### src/rtl/ef_tmr32_wb_seq.sv
// ef_tmr32_wb_seq: Wishbone master that programs a 32-bit timer profile, dwells, and supports abort/timeout
module ef_tmr32_wb_seq #(
    parameter int AW      = 16,
    parameter int TIMEOUT = 16
) (
    input  logic          clk_i,
    input  logic          rst_i,
    input  logic          start,
    input  logic          abort,
    input  logic [31:0]   reload,
    input  logic [31:0]   pr,
    input  logic [2:0]    cfg,
    input  logic [31:0]   cmpx,
    input  logic [31:0]   cmpy,
    input  logic [11:0]   pwm0cfg,
    input  logic [11:0]   pwm1cfg,
    input  logic [7:0]    pwmdt,
    input  logic [4:0]    ctrl,
    input  logic [23:0]   dwell,
    output logic          busy,
    output logic          done,
    output logic          aborted,
    output logic          err,
    output logic          cyc_o,
    output logic          stb_o,
    output logic          we_o,
    output logic [3:0]    sel_o,
    output logic [AW-1:0] adr_o,
    output logic [31:0]   dat_o,
    input  logic          ack_i
);
    typedef enum logic [2:0] {S_IDLE, S_WR, S_GAP, S_DWELL, S_ABRT} state_t;
    state_t r_state, w_next;
    logic [3:0]  r_idx;
    logic [23:0] r_dw;
    logic [15:0] r_to;
    logic        r_abt, r_busy, r_done, r_aborted, r_err;
    logic [31:0] r_reload, r_pr, r_cmpx, r_cmpy;
    logic [2:0]  r_cfg;
    logic [11:0] r_pwm0, r_pwm1;
    logic [7:0]  r_pwmdt;
    logic [4:0]  r_ctrl;
    logic [23:0] r_dwell;
    logic        w_abt, w_last, w_bus, w_done, w_abd, w_tmo;
    logic [7:0]  w_a;
    logic [31:0] w_d;
    assign w_abt  = r_abt | abort;
    assign w_last = r_to == 16'(TIMEOUT - 1);
    assign w_bus  = r_state == S_WR || r_state == S_ABRT;
    // next state plus completion events; an abort pending at ack always passes through GAP first
    always_comb begin
        w_next = r_state;
        w_done = 1'b0;
        w_abd  = 1'b0;
        w_tmo  = 1'b0;
        case (r_state)
            S_IDLE:  w_next = start ? S_WR : S_IDLE;
            S_WR: begin
                if (ack_i) begin
                    if (w_abt || r_idx != 4'd9) w_next = S_GAP;
                    else if (r_dwell == 24'd0) begin
                        w_next = S_IDLE;
                        w_done = 1'b1;
                    end else w_next = S_DWELL;
                end else if (w_last) begin
                    w_next = S_IDLE;
                    w_tmo  = 1'b1;
                end
            end
            S_GAP:   w_next = w_abt ? S_ABRT : S_WR;
            S_DWELL: begin
                if (abort) w_next = S_ABRT;
                else if (r_dw == r_dwell - 24'd1) begin
                    w_next = S_IDLE;
                    w_done = 1'b1;
                end
            end
            S_ABRT: begin
                if (ack_i) begin
                    w_next = S_IDLE;
                    w_abd  = 1'b1;
                end else if (w_last) begin
                    w_next = S_IDLE;
                    w_tmo  = 1'b1;
                end
            end
            default: w_next = S_IDLE;
        endcase
    end
    // register write list; the abort write uses the 0x14/0 default
    always_comb begin
        w_a = 8'h14;
        w_d = 32'h0;
        if (r_state == S_WR)
            case (r_idx)
                4'd1: begin w_a = 8'h04; w_d = r_reload; end
                4'd2: begin w_a = 8'h08; w_d = r_pr; end
                4'd3: begin w_a = 8'h18; w_d = 32'(r_cfg); end
                4'd4: begin w_a = 8'h0C; w_d = r_cmpx; end
                4'd5: begin w_a = 8'h10; w_d = r_cmpy; end
                4'd6: begin w_a = 8'h1C; w_d = 32'(r_pwm0); end
                4'd7: begin w_a = 8'h20; w_d = 32'(r_pwm1); end
                4'd8: begin w_a = 8'h24; w_d = 32'(r_pwmdt); end
                4'd9: begin w_a = 8'h14; w_d = 32'(r_ctrl); end
                default: ;
            endcase
    end
    assign cyc_o   = w_bus;
    assign stb_o   = w_bus;
    assign we_o    = w_bus;
    assign sel_o   = {4{w_bus}};
    assign adr_o   = w_bus ? AW'(w_a) : '0;
    assign dat_o   = w_bus ? w_d : 32'h0;
    assign busy    = r_busy;
    assign done    = r_done;
    assign aborted = r_aborted;
    assign err     = r_err;
    // state, counters, latched profile and status flags
    always_ff @(posedge clk_i) begin
        if (rst_i) begin
            r_state   <= S_IDLE;
            r_idx     <= 4'd0;
            r_dw      <= 24'd0;
            r_to      <= 16'd0;
            r_abt     <= 1'b0;
            r_busy    <= 1'b0;
            r_done    <= 1'b0;
            r_aborted <= 1'b0;
            r_err     <= 1'b0;
        end else begin
            r_state   <= w_next;
            r_done    <= w_done;
            r_aborted <= w_abd;
            r_abt     <= r_state != S_IDLE && r_state != S_ABRT && w_abt;
            r_to      <= (w_bus && w_next == r_state) ? r_to + 16'd1 : 16'd0;
            r_dw      <= (r_state == S_DWELL && w_next == S_DWELL) ? r_dw + 24'd1 : 24'd0;
            if (r_state == S_GAP && w_next == S_WR) r_idx <= r_idx + 4'd1;
            if (r_state == S_IDLE && start) begin
                r_idx    <= 4'd0;
                r_err    <= 1'b0;
                r_busy   <= 1'b1;
                r_reload <= reload;
                r_pr     <= pr;
                r_cfg    <= cfg;
                r_cmpx   <= cmpx;
                r_cmpy   <= cmpy;
                r_pwm0   <= pwm0cfg;
                r_pwm1   <= pwm1cfg;
                r_pwmdt  <= pwmdt;
                r_ctrl   <= ctrl;
                r_dwell  <= dwell;
            end
            if (w_tmo) r_err <= 1'b1;
            if (w_done || w_abd || w_tmo) r_busy <= 1'b0;
        end
    end
endmodule

### config.mk
export PLATFORM = sky130hd
export DESIGN_NAME = ef_tmr32_wb_seq
export DESIGN_NICKNAME = d
export VERILOG_FILES = /design/src/rtl/ef_tmr32_wb_seq.sv
export SDC_FILE = /design/constraint.sdc
export NUM_CORES = 1
export LEC_CHECK = 0
export CAP_MARGIN = 25
export CORE_MARGIN = 3
export CORE_UTILIZATION = 35
export DETAILED_ROUTE_END_ITERATION = 12
export PLACE_DENSITY = 0.62
export SETUP_SLACK_MARGIN = 0.1
export SYNTH_ARGS = -nofsm -noshare
export SYNTH_HDL_FRONTEND = slang
export SYNTH_SLANG_ARGS = --single-unit
### constraint.sdc
create_clock -name clk_i -period 11.3 [get_ports clk_i]
set_clock_uncertainty 0.2 [all_clocks]
set_input_delay 2.26 -clock clk_i [delete_from_list [all_inputs] [get_ports clk_i]]
set_output_delay 2.26 -clock clk_i [all_outputs]
set_load 0.1 [all_outputs]
==> run_results.csv <==
group,metric,value,unit
place,gp_congestion,0.8595,
yosys,avgSynthCellArea,13.24,µm²
grt,grt_start_max_net_pins,193,
yosys,synth_top_family_by_area,"simple AND/OR/NAND/NOR gates",
floorplan,die_h,176.7,µm
floorplan,start_util,0.3610,
yosys,synthXorXnorAreaFrac,0.06100,
grt,antenna_found_initial,4,
status,status,"complete, no violations",
yosys,ys_warn_count,0,
sta,fin_crit_sh,0.5696,
cts,cts.path.max_buffers,3,
layout,final_nets,1211,
yosys,synth-async-reset-ratio,0,
critical_path,crit_type,"register to output pin",
drt,drtAntennaViolNets,0,
floorplan,rows,61,
yosys,syn_inst,770,
sta,fmax,0.1554,GHz
cts,cts_num_sinks,244,
yosys,synth-adder-area-share,0.008592,
sta,hold_ws,0.2525,ns
floorplan,pin_count,256,
cts,numCtsBuffers,27,
sta,finalSetupViolCount,0,
sta,period_needed,6.437,ns
yosys,ys.flop_type,"edfxtp_1",
layout,drive_gt1_frac,0.06226,
sta,drv_slew,0,
sta,slew_headroom,0.2216,
yosys,ys_ff_latch,244,
drt,vias_per_cell,5.068,
cts,holdBufCountCts,0,
layout,num_antenna_cells,0,
cts,cts_tree,"built",
min_path,hold_class,"register to register",
cts,post_cts_buffers,0,
yosys,yosys.area_share.simple,0.1151,
critical_path,critPathMaxFanout,31,
power_and_ir_drop,p_total,2069,µW
critical_path,cp.required,8.84,ns
drt,routedWlPerCell,19.27,µm
yosys,synth_compound_area_frac,0.1121,
sta,worst_slew_pin_slew,1.168,ns
critical_path,arrival,3.98,ns
yosys,synth_top_area_frac,0.5656,
place,port_buffers,243,
cts,htree_levels,1,
place,place_hpwl,19.40,mm
grt,track_usage,0.1693,
power_and_ir_drop,peakVddDrop,0.1039,mV
yosys,synth.distinct_cells,59,
drt,drt_wl_total,27.10,mm
grt,grt.overflow.total,0,
sta,fin_tns_setup,0,ns
yosys,syn_area,10190,µm²
layout,utilization,0.4905,
grt,grt_pass1_wl,40.92,mm
floorplan,die_x,176.7,µm
yosys,synthMuxAreaShare,0.001964,
floorplan,core,28240,µm²
cts,root_buffer,"clkbuf_16",
grt,grt_pass1_vias,7341,
yosys,synth.most_common_cell,"edfxtp_1",
power_and_ir_drop,power_density,149.3,nW/µm²
sta,rsz0062_at_grt,"no",
yosys,synth_area_leaders,"edfxtp_1, dfxtp_1, a22oi_1",
cts,clk_pin_slew,0.06,ns
cts,cts_resized,0,
layout,syn2layout_area_growth,35.89,%
yosys,synth-edff-count,192,
drt,dr.pass1.iters,5,
flow_run,cap_violations,0,
critical_path,worst_setup_path_start_kind,"register",
yosys,synth_top_area_cell,"edfxtp_1",
yosys,yosys-top-cells-count,"edfxtp_1, a22oi_1, dfxtp_1",
critical_path,end_kind,"output pin",
drt,vias,7126,
yosys,yosysSeqAreaShare,0.6677,
cts,clock_latency,0.55,ns
power_and_ir_drop,leakagePower,0.004325,µW
drt,drc_errors,0,
sta,hold_violations,0,
floorplan,die-area,31210,µm²
drt,dr.first_iter.drc_count,379,
==> critical path, cell delays in order (launching register included) <==
cell             delay [ns]
dfxtp_1                0.68
nor2b_1                0.27
and2_1                 0.15
buf_4                  0.36
a22oi_1                0.15
o21ai_0                0.17
a221oi_1               0.09
a31oi_1                0.35
clkdlybuf4s50_1        1.20
==> stage by stage <==
step | cell area, µm² | setup WS (ns) | std cells
CTS | 13850 | 4.794 | 1406
global placement | 12930 | 5.124 | 1354
global route | 13850 | 4.603 | 1406
finish | 13850 | 4.863 | 1406
floorplan | 10240 | 3.035 | 781
detailed placement | 12960 | 5.384 | 1356
==> final timing paths <==
path / slack (ns) / endpoint / start / depth (start not counted)
worst max-delay path: 4.86 / dat_o[2] / r_idx[2] / 8
worst min-delay path: 0.25 / r_to[0] / r_to[0] / 1
worst max register to register: 7.76 / r_state[0] / r_dwell[2] / 8
worst min register to register: 0.25 / r_to[0] / r_to[0] / 1
==> cells by family (layout without fill, tap and decap cells) <==
logic type / Yosys count / in the layout
AOI/OAI and AO/OA: 161 / 161
DFF: 244 / 244
muxes: 2 / 2
xor gates and xnor gates: 71 / 71
and+or+nand+nor: 218 / 218
buffers and inverters: 66 / 313
adders and majority gates: 7 / 7
other: 1 / 12
==> cell type report <==
class	count	area (µm²)
Fill cell	2480	14390
Sequential cell	244	6807
Multi-Input combinational cell	471	3108
Timing Repair Buffer	252	2536
Clock buffer	29	683.2
Tap cell	378	473.0
Clock inverter	21	203.9
Inverter	11	41.29
==> metal layers <==
layer | up-vias | share of wire | GRT usage
li1 | 3412 | - | -
met1 | 3408 | 0.39 | 0.2021
met2 | 252 | 0.49 | 0.2872
met3 | 46 | 0.095 | 0.06607
met4 | 8 | 0.025 | 0.04452
met5 | - | 0.0020 | 0
==> registers in the layout, summed over array words and instances (netlist names) <==
signal	cells
r_cmpx	32
r_cmpy	32
r_pr	32
r_reload	32
r_dw	24
r_dwell	24
r_to	16
r_pwm0	12
r_pwm1	12
r_pwmdt	8
r_ctrl	5
r_idx	4
r_cfg	3
r_state	3
aborted	1
busy	1
done	1
err	1
r_abt	1
==> power by group <==
group | total [µW] | switching (µW) | internal (µW)
Sequential | 1030 | 16.3 | 1010
Combinational | 169 | 92.6 | 76.8
Clock | 870 | 362 | 508
==> cell usage in the layout (no fill, tap or decap), types with 7 or more instances in the layout <==
cell | synthesis | routed
a21oi_1 | 31 | 31
a22oi_1 | 70 | 70
a31oi_1 | 14 | 14
and3_1 | 11 | 11
clkbuf_16 | 0 | 27
clkdlybuf4s50_1 | 0 | 243
clkinv_1 | 0 | 8
conb_1 | 1 | 12
dfxtp_1 | 52 | 52
edfxtp_1 | 192 | 192
ha_1 | 7 | 7
inv_1 | 11 | 11
nand2_1 | 26 | 26
nand3_1 | 21 | 21
nand4_1 | 14 | 14
nor2_1 | 51 | 50
nor2b_1 | 8 | 8
nor3_1 | 35 | 35
nor4_1 | 11 | 11
o21ai_0 | 9 | 9
xnor2_1 | 38 | 38
xor2_1 | 33 | 33
No activity file was read; power rests on OpenSTA's default activity.
